[src/rtl/mips_pkg.sv]
// Shared types and constants for the MIPS fetch front end.
package mips_pkg;

  // Fetch FSM: waiting on memory, holding an instruction, or discarding a stale fetch.
  typedef enum logic [1:0] {
    S_REQ   = 2'd0,
    S_VALID = 2'd1,
    S_DRAIN = 2'd2
  } fetch_state_t;

  localparam logic [31:0] NOP_INST = 32'h0000_0000;
  localparam logic [31:0] PC_INC   = 32'd4;

endpackage

[src/rtl/mips_fetch_unit_if.sv]
// Fetch unit bus bundle: instruction memory, decode handoff and execute redirect.
interface mips_fetch_unit_if #(
  parameter int ADDR_W = 32,
  parameter int DATA_W = 32
);
  logic              imem_req;
  logic [ADDR_W-1:0] imem_addr;
  logic              imem_ack;
  logic [DATA_W-1:0] imem_rdata;
  logic              inst_valid;
  logic              inst_ready;
  logic [DATA_W-1:0] inst_out;
  logic [ADDR_W-1:0] pc_out;
  logic [ADDR_W-1:0] pc_plus4;
  logic              redirect_valid;
  logic [ADDR_W-1:0] redirect_target;
  logic              misalign_pulse;

  // Fetch unit side.
  modport master (
    output imem_req, imem_addr, inst_valid, inst_out, pc_out, pc_plus4, misalign_pulse,
    input  imem_ack, imem_rdata, inst_ready, redirect_valid, redirect_target
  );

  // Memory / decode / execute side.
  modport slave (
    input  imem_req, imem_addr, inst_valid, inst_out, pc_out, pc_plus4, misalign_pulse,
    output imem_ack, imem_rdata, inst_ready, redirect_valid, redirect_target
  );
endinterface

[src/rtl/mips_pc_reg.sv]
// Program counter: redirect load (word-masked) beats increment beats hold.
module mips_pc_reg
  import mips_pkg::*;
#(
  parameter int                ADDR_W   = 32,
  parameter logic [ADDR_W-1:0] RESET_PC = {ADDR_W{1'b0}}
) (
  input  logic              clk,
  input  logic              rst,
  input  logic              load,
  input  logic [ADDR_W-3:0] load_word,
  input  logic              inc,
  output logic [ADDR_W-1:0] pc,
  output logic [ADDR_W-1:0] pc_next
);

  logic [ADDR_W-1:0] pc_r;
  logic [ADDR_W-1:0] pc_next_s;

  // Select the next PC; the increment wraps modulo 2^ADDR_W.
  always_comb begin
    pc_next_s = pc_r;
    if (load) begin
      pc_next_s = {load_word, 2'b00};
    end else if (inc) begin
      pc_next_s = pc_r + ADDR_W'(PC_INC);
    end else begin
      pc_next_s = pc_r;
    end
  end

  // PC state register.
  always_ff @(posedge clk or posedge rst) begin
    if (rst) begin
      pc_r <= RESET_PC;
    end else begin
      pc_r <= pc_next_s;
    end
  end

  assign pc      = pc_r;
  assign pc_next = pc_next_s;

endmodule

[src/rtl/mips_fetch_unit.sv]
// Instruction fetch stage: PC ownership, memory req/ack, decode valid/ready, redirects.
module mips_fetch_unit
  import mips_pkg::*;
#(
  parameter int                ADDR_W   = 32,
  parameter int                DATA_W   = 32,
  parameter logic [ADDR_W-1:0] RESET_PC = 32'h0000_0000
) (
  input logic               clk,
  input logic               rst,
  mips_fetch_unit_if.master bus
);

  fetch_state_t      state_r, next_state_s;
  logic              req_r, req_nxt_s;
  logic [ADDR_W-1:0] addr_r, addr_nxt_s;
  logic              valid_r, valid_nxt_s;
  logic [DATA_W-1:0] inst_r;
  logic [ADDR_W-1:0] pc_out_r, pc_plus4_r;
  logic              misalign_r, misalign_nxt_s;
  logic              ack_s, capture_s;
  logic [ADDR_W-1:0] pc_s, pc_next_s;

  mips_pc_reg #(.ADDR_W(ADDR_W), .RESET_PC(RESET_PC)) u_pc (
    .clk       (clk),
    .rst       (rst),
    .load      (bus.redirect_valid),
    .load_word (bus.redirect_target[ADDR_W-1:2]),
    .inc       (capture_s),
    .pc        (pc_s),
    .pc_next   (pc_next_s)
  );

  // An ack only counts while our own request is actually on the bus.
  assign ack_s = bus.imem_ack && req_r && ((state_r == S_REQ) || (state_r == S_DRAIN));

  // Next-state and next-output logic; redirect outranks every other event.
  always_comb begin
    next_state_s   = state_r;
    capture_s      = 1'b0;
    valid_nxt_s    = valid_r;
    misalign_nxt_s = bus.redirect_valid && (bus.redirect_target[1:0] != 2'b00);
    case (state_r)
      S_REQ: begin
        if (bus.redirect_valid) begin
          next_state_s = ack_s ? S_REQ : S_DRAIN;
        end else if (ack_s) begin
          next_state_s = S_VALID;
          capture_s    = 1'b1;
        end else begin
          next_state_s = S_REQ;
        end
      end
      S_VALID: begin
        if (bus.redirect_valid || bus.inst_ready) begin
          next_state_s = S_REQ;
        end else begin
          next_state_s = S_VALID;
        end
      end
      S_DRAIN: begin
        if (bus.redirect_valid) begin
          next_state_s = S_DRAIN;
        end else if (ack_s) begin
          next_state_s = S_REQ;
        end else begin
          next_state_s = S_DRAIN;
        end
      end
      default: begin
        next_state_s = S_REQ;
      end
    endcase
    if (bus.redirect_valid) begin
      valid_nxt_s = 1'b0;
    end else if (capture_s) begin
      valid_nxt_s = 1'b1;
    end else if ((state_r == S_VALID) && bus.inst_ready) begin
      valid_nxt_s = 1'b0;
    end else begin
      valid_nxt_s = valid_r;
    end
    req_nxt_s = (next_state_s == S_REQ) || (next_state_s == S_DRAIN);
    // A draining request keeps its original address until memory answers it.
    if (next_state_s == S_DRAIN) begin
      addr_nxt_s = addr_r;
    end else begin
      addr_nxt_s = pc_next_s;
    end
  end

  // FSM state and request registers.
  always_ff @(posedge clk or posedge rst) begin
    if (rst) begin
      state_r    <= S_REQ;
      req_r      <= 1'b0;
      addr_r     <= RESET_PC;
      valid_r    <= 1'b0;
      misalign_r <= 1'b0;
    end else begin
      state_r    <= next_state_s;
      req_r      <= req_nxt_s;
      addr_r     <= addr_nxt_s;
      valid_r    <= valid_nxt_s;
      misalign_r <= misalign_nxt_s;
    end
  end

  // Decode-side payload, captured only on an accepted fetch.
  always_ff @(posedge clk or posedge rst) begin
    if (rst) begin
      inst_r     <= DATA_W'(NOP_INST);
      pc_out_r   <= {ADDR_W{1'b0}};
      pc_plus4_r <= {ADDR_W{1'b0}};
    end else if (capture_s) begin
      inst_r     <= bus.imem_rdata;
      pc_out_r   <= pc_s;
      pc_plus4_r <= pc_s + ADDR_W'(PC_INC);
    end else begin
      inst_r     <= inst_r;
      pc_out_r   <= pc_out_r;
      pc_plus4_r <= pc_plus4_r;
    end
  end

  assign bus.imem_req       = req_r;
  assign bus.imem_addr      = addr_r;
  assign bus.inst_valid     = valid_r;
  assign bus.inst_out       = inst_r;
  assign bus.pc_out         = pc_out_r;
  assign bus.pc_plus4       = pc_plus4_r;
  assign bus.misalign_pulse = misalign_r;

endmodule

[src/flat_wrapper.sv]
// flat-port wrapper written by rule: the top's interface ports become plain ports
module mips_fetch_unit_flat import mips_pkg::*;
#(
  parameter int                ADDR_W   = 32,
  parameter int                DATA_W   = 32,
  parameter logic [ADDR_W-1:0] RESET_PC = 32'h0000_0000
)
  (clk, rst, bus_imem_req, bus_imem_addr, bus_inst_valid, bus_inst_out, bus_pc_out, bus_pc_plus4, bus_misalign_pulse, bus_imem_ack, bus_imem_rdata, bus_inst_ready, bus_redirect_valid, bus_redirect_target);
  mips_fetch_unit_if #(.ADDR_W(ADDR_W), .DATA_W(DATA_W)) bus_i ();
  input logic clk;
  input logic rst;
  output wire logic [$bits(bus_i.imem_req)-1:0] bus_imem_req;
  output wire logic [$bits(bus_i.imem_addr)-1:0] bus_imem_addr;
  output wire logic [$bits(bus_i.inst_valid)-1:0] bus_inst_valid;
  output wire logic [$bits(bus_i.inst_out)-1:0] bus_inst_out;
  output wire logic [$bits(bus_i.pc_out)-1:0] bus_pc_out;
  output wire logic [$bits(bus_i.pc_plus4)-1:0] bus_pc_plus4;
  output wire logic [$bits(bus_i.misalign_pulse)-1:0] bus_misalign_pulse;
  input wire logic [$bits(bus_i.imem_ack)-1:0] bus_imem_ack;
  input wire logic [$bits(bus_i.imem_rdata)-1:0] bus_imem_rdata;
  input wire logic [$bits(bus_i.inst_ready)-1:0] bus_inst_ready;
  input wire logic [$bits(bus_i.redirect_valid)-1:0] bus_redirect_valid;
  input wire logic [$bits(bus_i.redirect_target)-1:0] bus_redirect_target;
  assign bus_imem_req = bus_i.imem_req;
  assign bus_imem_addr = bus_i.imem_addr;
  assign bus_inst_valid = bus_i.inst_valid;
  assign bus_inst_out = bus_i.inst_out;
  assign bus_pc_out = bus_i.pc_out;
  assign bus_pc_plus4 = bus_i.pc_plus4;
  assign bus_misalign_pulse = bus_i.misalign_pulse;
  assign bus_i.imem_ack = bus_imem_ack;
  assign bus_i.imem_rdata = bus_imem_rdata;
  assign bus_i.inst_ready = bus_inst_ready;
  assign bus_i.redirect_valid = bus_redirect_valid;
  assign bus_i.redirect_target = bus_redirect_target;
  mips_fetch_unit #(.ADDR_W(ADDR_W), .DATA_W(DATA_W), .RESET_PC(RESET_PC)) u_core (.clk(clk), .rst(rst), .bus(bus_i));
endmodule
[config.mk]
export PLATFORM = sky130hd
export DESIGN_NAME = mips_fetch_unit_flat
export DESIGN_NICKNAME = d
export VERILOG_FILES = /design/src/rtl/mips_pkg.sv /design/src/rtl/mips_fetch_unit_if.sv /design/src/rtl/mips_pc_reg.sv /design/src/rtl/mips_fetch_unit.sv /design/src/flat_wrapper.sv
export SDC_FILE = /design/constraint.sdc
export NUM_CORES = 1
export LEC_CHECK = 0
export ABC_AREA = 1
export ABC_CLOCK_PERIOD_IN_PS = 8510
export BUFFER_PORTS_ARGS = -buffer_cell sky130_fd_sc_hd__buf_2
export CORE_UTILIZATION = 30
export CTS_BUF_LIST = sky130_fd_sc_hd__clkbuf_4
export CTS_CLUSTER_SIZE = 20
export DETAILED_ROUTE_END_ITERATION = 6
export PLACE_DENSITY = 0.53
export SYNTH_ARGS = -nofsm -noshare
export SYNTH_HDL_FRONTEND = slang
export SYNTH_SLANG_ARGS = --single-unit
[constraint.sdc]
create_clock -name clk -period 8.51 [get_ports clk]
set_input_delay 1.702 -clock clk [delete_from_list [all_inputs] [get_ports clk]]
set_output_delay 1.702 -clock clk [all_outputs]
set_load 0.01 [all_outputs]
==> results_dict.tcl <==
set metrics [dict create \
    status "completed" \
    place_area_um2 8440 \
    synthFlopType "dfrtp_1" \
    max_stage_delay_ps 710 \
    final_cell_mix "nand2_1 (370), buf_2 (199), dfrtp_1 (163)" \
    routedWlPerCell_um 15.0 \
    drc 0 \
    arrival_ps 4540 \
    power_leakage_nw 4.69 \
    track_usage_pct 17.4 \
    initialDrtViolationCount 363 \
    ctsHoldBuffers 0 \
    initial_utilization_pct 30.5 \
    die_h_um 156 \
    crit_buf_inv 3 \
    worst-path-max-fanout 83 \
    netlist_instances 864 \
    synth.area.top_cells "dfrtp_1 (57%), nand2_1 (19%), o21ai_0 (4.1%)" \
    synth_top_cell_area_share_pct 57.1 \
    port_buffers 199 \
    multi_input_area_um2 2730 \
    synth_nets 934 \
    grt_pass1_vias 5848 \
    cts_sinks 163 \
    final.setup.worst_slack_ps 4490 \
    cts-buffers-inserted 17 \
    setup_viol 0 \
    final_hold_viol_count 0 \
    syn_area_per_cell_um2 8.27 \
    cts_resized 0 \
    path_cells "buf_2 -> nor2_1 -> nand3_4 -> buf_4 -> buf_4 -> o21ai_0 -> a21oi_2 -> nand2_1 -> nand2_1" \
    drv_slew 0 \
    synth-edff-count 0 \
    grt_remaining_overflow 0 \
    cp-start-kind "primary input" \
    vdd_drop_max_v 0.000103 \
    slew_headroom_pct 36.1 \
    seqCellArea_um2 4080 \
    synth_cell_types 30 \
    worstSetupEndpointType "flip-flop" \
    grt_pass1_wl_um 32300 \
    critPathTopFamily "buffers and inverters" \
    ant_nets 0 \
    fp.coreArea_um2 23400 \
    drive_gt1_share_pct 26.2 \
    max_freq_mhz 248 \
    final_area_um2 8740 \
    setup_tns_ps 0 \
    drv_cap 0 \
    antenna_found_initial 1 \
    period_needed_ps 4020 \
    grt_setup_unrepaired "false" \
    io_pins 200 \
    ys_seq_area_share_pct 57.1 \
    clkLatencyLatePin_ps 560 \
    drt_pass1_iterations 5 \
    gp_congestion 0.731 \
    cp.required_ps 9030 \
    worst_pin_slew_ps 958 \
    synth-seq-cells 163 \
    cts_tree "built" \
    via_per_inst 4.46 \
    yosys_warnings 0 \
    finalNetCount 1122 \
    final_util_pct 37.4 \
    dieArea_um2 24400 \
    netlist_area_um2 7140 \
    root_buffer "clkbuf_4" \
    critPathKind "in2reg" \
    yosysTopAreaCell "dfrtp_1" \
    std_cell_rows 56 \
    drt-total-wl_um 20900 \
    fillCellCount 2554 \
    power_density_nw_per_um2 328 \
    async_reset_ff_share_pct 100 \
    grt_start_max_net_pins 91 \
    final_common_cell "nand2_1" \
    postCtsSetupBuffers 0 \
    die_w_um 156 \
    post-place-ws_ps 3870 \
    skew_ps 29.6 \
    cts_buffer_depth 2 \
    htree_num_levels 4 \
    syn_to_final_growth_pct 22.4 \
    period_share_pct 47.3 \
    clkTransAtPathRegs_ps 160 \
    vias 6182 \
    hpwl_um 14500 \
    min_path_type "reg2reg" \
    cp_slowest_cell "buf_4" \
]
## cell type report
class | instances | share of cell area, %
timing repair buffer | 206 | 12.0
clock inverter | 15 | 1.96
tap | 319 | 4.56
inverter | 48 | 2.12
clock buffer | 17 | 1.46
multi-input combinational | 616 | 31.2
sequential | 163 | 46.6
antenna | 3 | 0.0858
## power by group
part	switching, mW	internal (mW)	total, mW
logic	0.677	0.404	1.08
clock network	0.309	0.183	0.492
registers	0.204	1.09	1.29
## flip-flops by register name (all words and copies together) (netlist names)
signal                     count
u_core.bus.imem_addr          32
u_core.bus.imem_req            1
u_core.bus.inst_out           32
u_core.bus.inst_valid          1
u_core.bus.misalign_pulse      1
u_core.bus.pc_out             30
u_core.bus.pc_plus4           32
u_core.state_r                 2
u_core.u_pc.pc                32
## synth_stat cells (4+ instances only)
| library cell | n |
|---|---|
| nand2_1 | 370 |
| dfrtp_1 | 163 |
| o21ai_0 | 59 |
| nor2_1 | 53 |
| nand3_1 | 48 |
| inv_1 | 47 |
| clkbuf_1 | 19 |
| or2_2 | 16 |
| a21boi_1 | 12 |
| buf_2 | 12 |
| a21oi_1 | 10 |
| a21oi_2 | 8 |
| o21ai_1 | 8 |
| nand2_2 | 5 |
| nor2_2 | 4 |
| nor2_4 | 4 |
## worst reg2reg max path, stage by stage (launching register included)
cell	delay [ps]
dfrtp_1	400
nand2_1	110
inv_1	80
nand3_4	60
buf_4	640
buf_4	770
o21ai_0	280
a21oi_2	210
nand2_1	60
nand2_1	70
## final timing paths
path                                                     from                                    to  slack, ps  cells after the start
min                        u_core.bus.pc_plus4[3]$_DFFE_PP0P_    u_core.bus.pc_plus4[3]$_DFFE_PP0P_        490                      2
max                                        bus_redirect_valid  u_core.bus.imem_addr[14]$_DFFE_PP0P_       4490                      9
min in group asynchronous                                 rst   u_core.bus.inst_out[12]$_DFFE_PP0P_       1290                      2
max in group asynchronous                                 rst      u_core.bus.pc_out[2]$_DFFE_PP0P_       5750                      3
max reg2reg                     u_core.bus.imem_req$_DFF_PP0_  u_core.bus.imem_addr[14]$_DFFE_PP0P_       5800                      9
min reg2reg                u_core.bus.pc_plus4[3]$_DFFE_PP0P_    u_core.bus.pc_plus4[3]$_DFFE_PP0P_        490                      2
## kinds of logic after synthesis
logic type | count (synthesis) | share of synthesized area [%]
adder cells (fa/ha/maj) | 1 | 0.175
AND/OR/NAND/NOR | 508 | 29.2
buffers and inverters | 85 | 4.83
AO/OA/AOI/OAI | 105 | 8.43
XOR/XNOR | 2 | 0.245
flip-flops | 163 | 57.1
## through the flow
stage          hold WS (ps)  power [mW]  instances
5_1_grt                 505        3.10       1387
6_report                489        2.87       1387
3_3_place_gp            458        2.40       1352
3_5_place_dp            461        2.41       1352
4_1_cts                 496        2.91       1384
2_1_floorplan           476        1.91        864
## routing by layer
layer	up-vias	wire, um	track usage (%)
li1	3100	-	-
met1	2887	10300	24.5
met2	180	9160	26.7
met3	15	1110	3.77
met4	0	260	4.95
met5	-	0	0
Note: power is estimated with default switching activity, not from simulation.
